<file path="src/rtl/gonso_pixel_streamer.sv">
// rtl/gonso_pixel_streamer.sv - pixel FIFO and channel serialiser onto a strobed colour bus
// Optional frame CRC over emitted words when GONSO_STREAM_CRC_EN is defined.
module gonso_pixel_streamer #(
  parameter int WIDTH      = 64,
  parameter int HEIGHT     = 64,
  parameter int COLOR_W    = 8,
  parameter int CHANNELS   = 3,
  parameter int FIFO_DEPTH = 4,
  parameter int STROBE_GAP = 0
) (
  input  logic                        wb_clk_i,
  input  logic                        wb_rst_i,
  input  logic                        start,
  input  logic                        pix_valid,
  input  logic [COLOR_W*CHANNELS-1:0] pix_data,
  output logic                        pix_ready,
  output logic [COLOR_W-1:0]          color,
  output logic                        pixel_write,
  output logic                        line_end,
  output logic                        frame_done,
  output logic                        busy,
  output logic [15:0]                 status,
  output logic [15:0]                 frame_crc
);
  localparam int PIX_W = COLOR_W * CHANNELS;
  localparam int TOTAL = WIDTH * HEIGHT;
  localparam int AW    = $clog2(FIFO_DEPTH);
  localparam int XW    = (WIDTH > 1) ? $clog2(WIDTH) : 1;
  localparam int YW    = (HEIGHT > 1) ? $clog2(HEIGHT) : 1;
  localparam int CW    = (CHANNELS > 1) ? $clog2(CHANNELS) : 1;
  localparam int NW    = $clog2(TOTAL + 1);
`ifdef GONSO_STREAM_CRC_EN
  localparam logic [15:0] STATUS_POST = 16'hAB63;
`else
  localparam logic [15:0] STATUS_POST = 16'hAB62;
`endif

  typedef enum logic [1:0] {S_IDLE, S_STREAM, S_DONE} state_e;
  state_e state_q, state_d;

  logic [PIX_W-1:0]   mem_q [FIFO_DEPTH];
  logic [AW-1:0]      wr_ptr_q, wr_ptr_d, rd_ptr_q, rd_ptr_d;
  logic [AW:0]        count_q, count_d;
  logic [XW-1:0]      x_q, x_d;
  logic [YW-1:0]      y_q, y_d;
  logic [CW-1:0]      ch_q, ch_d;
  logic [NW-1:0]      acc_q, acc_d;
  logic [3:0]         gap_q, gap_d;
  logic [COLOR_W-1:0] color_q, color_d;
  logic               done_q, done_d;

  logic               fifo_full, fifo_empty, push, pop, emit;
  logic               last_ch, last_x, last_y;
  logic [PIX_W-1:0]   head;
  logic [COLOR_W-1:0] head_word;

  always_comb begin
    fifo_full  = (count_q == (AW+1)'(FIFO_DEPTH));
    fifo_empty = (count_q == '0);
    head       = mem_q[rd_ptr_q];
    head_word  = '0;
    for (int k = 0; k < CHANNELS; k++) begin
      if (ch_q == CW'(k)) head_word = head[k*COLOR_W +: COLOR_W];
    end
    last_ch = (ch_q == CW'(CHANNELS - 1));
    last_x  = (x_q == XW'(WIDTH - 1));
    last_y  = (y_q == YW'(HEIGHT - 1));

    busy        = (state_q == S_STREAM);
    frame_done  = (state_q == S_DONE);
    pix_ready   = busy && !fifo_full && (acc_q < NW'(TOTAL));
    push        = pix_valid && pix_ready;
    emit        = busy && !fifo_empty && (gap_q == 4'd0);
    pop         = emit && last_ch;
    pixel_write = emit;
    color       = emit ? head_word : color_q;
    line_end    = emit && last_ch && last_x;

    case (state_q)
      S_STREAM: status = 16'hAB61;
      S_DONE:   status = 16'hAB62;
      default:  status = done_q ? STATUS_POST : 16'hAB60;
    endcase
  end

  always_comb begin
    state_d  = state_q;
    wr_ptr_d = wr_ptr_q;
    rd_ptr_d = rd_ptr_q;
    count_d  = count_q;
    x_d      = x_q;
    y_d      = y_q;
    ch_d     = ch_q;
    acc_d    = acc_q;
    gap_d    = gap_q;
    color_d  = color_q;
    done_d   = done_q;

    if (push) begin
      wr_ptr_d = wr_ptr_q + AW'(1);
      acc_d    = acc_q + NW'(1);
    end
    if (pop) rd_ptr_d = rd_ptr_q + AW'(1);
    case ({push, pop})
      2'b10:   count_d = count_q + (AW+1)'(1);
      2'b01:   count_d = count_q - (AW+1)'(1);
      default: count_d = count_q;
    endcase

    if (emit) begin
      color_d = head_word;
      gap_d   = 4'(STROBE_GAP);
      if (last_ch) begin
        ch_d = '0;
        if (last_x) begin
          x_d = '0;
          y_d = last_y ? '0 : y_q + YW'(1);
        end else begin
          x_d = x_q + XW'(1);
        end
      end else begin
        ch_d = ch_q + CW'(1);
      end
    end else if (gap_q != 4'd0) begin
      gap_d = gap_q - 4'd1;
    end

    case (state_q)
      S_IDLE: begin
        if (start) begin
          state_d = S_STREAM;
          x_d     = '0;
          y_d     = '0;
          ch_d    = '0;
          acc_d   = '0;
          gap_d   = '0;
          done_d  = 1'b0;
        end
      end
      S_STREAM: if (emit && last_ch && last_x && last_y) state_d = S_DONE;
      S_DONE: begin
        state_d = S_IDLE;
        done_d  = 1'b1;
      end
      default: state_d = S_IDLE;
    endcase
  end

  always_ff @(posedge wb_clk_i) begin
    if (wb_rst_i) begin
      state_q  <= S_IDLE;
      wr_ptr_q <= '0;
      rd_ptr_q <= '0;
      count_q  <= '0;
      x_q      <= '0;
      y_q      <= '0;
      ch_q     <= '0;
      acc_q    <= '0;
      gap_q    <= '0;
      color_q  <= '0;
      done_q   <= 1'b0;
    end else begin
      state_q  <= state_d;
      wr_ptr_q <= wr_ptr_d;
      rd_ptr_q <= rd_ptr_d;
      count_q  <= count_d;
      x_q      <= x_d;
      y_q      <= y_d;
      ch_q     <= ch_d;
      acc_q    <= acc_d;
      gap_q    <= gap_d;
      color_q  <= color_d;
      done_q   <= done_d;
    end
  end

  // Storage needs no reset: the pointers alone define what is valid.
  always_ff @(posedge wb_clk_i) begin
    if (push) mem_q[wr_ptr_q] <= pix_data;
  end

`ifdef GONSO_STREAM_CRC_EN
  localparam int EXT_W = (COLOR_W > 8) ? COLOR_W : 8;

  function automatic logic [15:0] crc16_byte(input logic [15:0] crc_in, input logic [7:0] data);
    logic [15:0] c;
    c = crc_in;
    for (int i = 7; i >= 0; i--) begin
      c = (c[15] ^ data[i]) ? ({c[14:0], 1'b0} ^ 16'h1021) : {c[14:0], 1'b0};
    end
    return c;
  endfunction

  logic [15:0]      crc_q, crc_d, frame_crc_q, frame_crc_d;
  logic [EXT_W-1:0] crc_word;

  always_comb begin
    crc_word    = EXT_W'(head_word);
    crc_d       = crc_q;
    frame_crc_d = frame_crc_q;
    if (state_q == S_IDLE && start) crc_d = 16'hFFFF;
    else if (emit) crc_d = crc16_byte(crc_q, crc_word[7:0]);
    if (state_q == S_DONE) frame_crc_d = crc_q;
  end

  always_ff @(posedge wb_clk_i) begin
    if (wb_rst_i) begin
      crc_q       <= 16'hFFFF;
      frame_crc_q <= 16'h0000;
    end else begin
      crc_q       <= crc_d;
      frame_crc_q <= frame_crc_d;
    end
  end

  assign frame_crc = frame_crc_q;
`else
  assign frame_crc = 16'h0000;
`endif
endmodule

</file>
<file path="config.mk">
export PLATFORM = sky130hd
export DESIGN_NAME = gonso_pixel_streamer
export DESIGN_NICKNAME = d
export VERILOG_FILES = /design/src/rtl/gonso_pixel_streamer.sv
export SDC_FILE = /design/constraint.sdc
export NUM_CORES = 1
export LEC_CHECK = 0
export ABC_AREA = 1
export BUFFER_PORTS_ARGS = -buffer_cell sky130_fd_sc_hd__buf_2
export CAP_MARGIN = 10
export CORE_ASPECT_RATIO = 0.6
export CORE_MARGIN = 5
export CORE_UTILIZATION = 33
export DETAILED_ROUTE_END_ITERATION = 10
export GPL_TIMING_DRIVEN = 0
export PLACE_DENSITY = 0.55
export SLEW_MARGIN = 20
export SYNTH_ARGS = -nofsm -noshare
export SYNTH_HDL_FRONTEND = slang
export SYNTH_SLANG_ARGS = --single-unit
</file>
<file path="constraint.sdc">
create_clock -name wb_clk_i -period 5.4 [get_ports wb_clk_i]
set_input_delay 0 -clock wb_clk_i [delete_from_list [all_inputs] [get_ports wb_clk_i]]
set_output_delay 0 -clock wb_clk_i [all_outputs]
set_load 0.1 [all_outputs]
</file>
==> metrics.md <==
| Metric | Value |
|---|---|
| Antenna-violating nets left | `0` |
| Avg Inst Size Synth | `9.458 sq um` |
| Maximum fanout along the worst path | `10` |
| Least-Margin Pin Slew | `0.8400 ns` |
| IO Pins | `73` |
| Seq pwr share | `42.4%` |
| Post-Route WL | `16180 um` |
| Hold/Removal Path Class | `input port to register` |
| Pwr per Cell Area | `365.1 nW/um^2` |
| Slowest CP cell | `fa_1` |
| Final worst path period share | `49.74%` |
| RD Place Congestion | `0.8007` |
| Rel. slew slack | `43.79%` |
| Drt pass-1 iters | `5` |
| IO buf count | `42` |
| Final WS setup | `2.714 ns` |
| Clock skew | `0.01197 ns` |
| Total number of vias | `4907` |
| YS warnings | `0` |
| Hold Vio Cnt, Final | `0` |
| Internal power | `2.062 mW` |
| Antenna violations before repair | `1` |
| Final min period | `2.686 ns` |
| CTS Buf Count | `17` |
| Clock-pin slew on the worst setup and hold paths | `0.06 ns` |
| Worst EP arrival | `3.00 ns` |
| # diodes | `0` |
| Mapped Cells | `708` |
| Fmax | `0.3723 GHz` |
| Layout cell share with drive strength beyond 1 | `18.69%` |
| Core area | `19970 sq um` |
| Die width | `193.9 um` |
| Endpoints failing setup | `0` |
| CP cell instances | `inv_1, ha_1, inv_2, nor2_2, nand3_2, buf_4, buf_4, ha_1, inv_1, fa_1, a21oi_1, o21ai_0, o21ai_0, a21oi_1` |
| Met1 usage | `22.38%` |
| Comb pwr share | `21.0%` |
| Clk_lat worst skew | `0.42 ns` |
| Die Height | `120.3 um` |
| P&R area growth vs syn | `23.92%` |
| Peak VDD IR | `0.4694 mV` |
| Tot Pwr | `3.030 mW` |
| Cell variety after synth | `41` |
| Maxcap violations | `0` |
| Vias per std cell | `4.409` |
| Netlist Area Pre-Place | `6696 sq um` |
| Initial core utilization | `33.53%` |
| Setup TNS | `0 ns` |
| Post-CTS sizing | `0` |
| Nets | `869` |
| Global Route Usage Sum | `14.29%` |
| Fin. max-slew vios | `0` |
| CP Capture Type | `register` |
| H-tree levels | `4` |
| Synth Register Bits | `147` |
| Worst path max stage delay | `0.37 ns` |
| RSZ-0062 raised after global routing | `no` |
| Worst-case clock buffer depth | `2` |
| Grt total ovfl | `0` |
| NetSw | `0.9680 mW` |
| Clock Sinks | `147` |
| 1st-iter DRT viols | `265` |
| Die area | `23330 sq um` |
| Data required, critical path | `5.71 ns` |
| Seq/Total Area, Yosys | `58.30%` |
| Setup WS pre-CTS | `2.732 ns` |
| Clock power frac | `36.6%` |
| Met3 usage | `4.233%` |
| Startpoint types | `register` |
| HPWL Detailed | `11510 um` |
| Std-Cell Rows | `40` |
| Net Sw Frac | `31.95%` |
| DRC errors left | `0` |
| Root buf cell | `clkbuf_16` |
| Met2 GRT Util | `18.70%` |
| CTS tree | `built` |
| WS Path Type | `register to register` |
| LEAKAGE | `3.357 nW` |
| Vias in the first global route | `4556` |
| Routed WL per cell | `14.54 um` |
| Flop2flop setup slack | `2.71 ns` |
| Largest net degree at the start of global routing | `21` |
| Global-route wire length before repair | `25730 um` |
| GR peak layer | `met1` |
| Status | `complete, no violations` |
==> cells in the final DEF, fill, tap and decap left out, types with 2 or more instances in the layout <==
| cell type | n |
|---|---|
| conb_1 | 30 |
| nand2_1 | 136 |
| nand3b_1 | 2 |
| o21bai_1 | 2 |
| buf_2 | 49 |
| nand3_2 | 2 |
| nand2_2 | 3 |
| and3_1 | 2 |
| clkinv_2 | 4 |
| nor3_1 | 6 |
| ha_1 | 13 |
| nand3_1 | 31 |
| inv_2 | 9 |
| nor3_2 | 3 |
| clkbuf_16 | 19 |
| a21oi_1 | 35 |
| inv_4 | 3 |
| edfxtp_1 | 96 |
| buf_16 | 3 |
| o22ai_1 | 4 |
| nor2_2 | 3 |
| buf_4 | 41 |
| dlygate4sd3_1 | 26 |
| nand4_1 | 4 |
| nor2_4 | 7 |
| o21ai_0 | 50 |
| buf_6 | 2 |
| dfxtp_1 | 51 |
| inv_1 | 60 |
| xor2_1 | 2 |
| nor2_1 | 103 |
| clkbuf_1 | 7 |
| o211ai_1 | 5 |
| o21ai_1 | 12 |
==> path summary, 6_finish.rpt <==
check                   from          to  depth (start not counted)
setup / recovery  state_q[1]  count_q[2]                         14
hold / removal     pix_valid    acc_q[7]                          5
setup reg to reg  state_q[1]  count_q[2]                         14
hold reg to reg   color_q[5]  color_q[5]                          2
==> cell families (layout without fill, tap and decap cells) <==
group / after synthesis / count (layout) / synth area share (%)
AO/OA/AOI/OAI: 112 / 112 / 8.857
XOR/XNOR: 2 / 2 / 0.2616
adder cells (fa/ha/maj): 14 / 14 / 2.728
buffers and inverters: 122 / 226 / 9.492
flip-flops: 147 / 147 / 58.30
other: 2 / 30 / 0.1121
AND/OR/NAND/NOR: 309 / 309 / 20.25
==> sequential cells by signal, indices dropped and copies added (netlist names), named ones only <==
signal,count
acc_q,13
ch_q,2
color_q,8
count_q,3
done_q,1
gap_q,4
mem_q,96
rd_ptr_q,2
state_q,2
wr_ptr_q,2
x_q,6
y_q,6
==> Yosys cell counts, drive strengths merged <==
cell type | count | area share (%)
inv | 69 | 3.9
xor2 | 2 | 0.26
or2 | 1 | 0.093
fa | 1 | 0.30
o21ai | 62 | 4.6
a211oi | 1 | 0.11
a21oi | 36 | 2.7
nor4 | 1 | 0.093
buf | 50 | 5.5
o22ai | 4 | 0.37
nor2 | 114 | 7.1
nand4 | 4 | 0.37
o211ai | 5 | 0.56
edfxtp | 96 | 43
o21a | 1 | 0.11
conb | 2 | 0.11
nor3 | 10 | 1.1
ha | 13 | 2.4
nand3 | 34 | 2.9
o21bai | 2 | 0.22
dfxtp | 51 | 15
a31oi | 1 | 0.093
clkbuf | 3 | 0.17
nand2 | 140 | 8.1
nor3b | 1 | 0.11
and3 | 2 | 0.19
nand3b | 2 | 0.22
==> through the flow <==
| step | instance area (sq um) | std cells | util [%] | hold WS (ns) |
|---|---|---|---|---|
| after floorplan | 6802 | 736 | - | 0.09887 |
| after global placement | 7353 | 1051 | 36.82 | 0.2245 |
| after detailed placement | 7486 | 1055 | 37.49 | 0.2219 |
| after CTS | 8298 | 1113 | 41.55 | 0.004096 |
| after global routing | 8298 | 1113 | 41.55 | 0.02048 |
| final | 8298 | 1113 | 41.55 | 0.01991 |
==> worst max-delay path, delay by kind of cell (launching register included) <==
family	cells	cell delay, ns
adders and majority gates	3	0.87
buffers and inverters	5	0.69
AOI/OAI and AO/OA	4	0.50
DFF	1	0.35
and+or+nand+nor	2	0.15
==> per-layer routing <==
| layer | share of wire, % | routed length [um] | vias to the layer above |
|---|---|---|---|
| met5 | 0.043 | 7 | - |
| met4 | 1.0 | 163 | 2 |
| met3 | 6.5 | 1056 | 15 |
| li1 | - | - | 2533 |
| met2 | 38 | 6220 | 120 |
| met1 | 54 | 8731 | 2237 |
==> cell type report <==
class	instances	area, sq um
repair buffers	72	573.1
fillers	1928	11670
well taps	273	341.6
inverters	69	259.0
flip-flops and latches	147	3904
clock buffers	24	504.2
multi-input cells	467	2292
clock inverters	8	47.55
plain buffers	53	376.6
==> power by group through the flow <==
stage                     Combinational, mW  Sequential (mW)  Clock (mW)
after floorplan                       0.488             1.30           0
after global placement                0.599             1.31           0
after detailed placement              0.626             1.31           0
after CTS                             0.643             1.28        1.13
after global routing                  0.689             1.29        1.19
final                                 0.637             1.28        1.11
==> what timing repair did <==
item / 4_1_cts / 5_1_grt
hold endpoints to repair: 99 / 0
setup endpoints to repair: 0 / 0
buffers inserted: 0 / 0
hold buffers: 26 / 0
No activity file was read; power rests on OpenSTA's default activity.
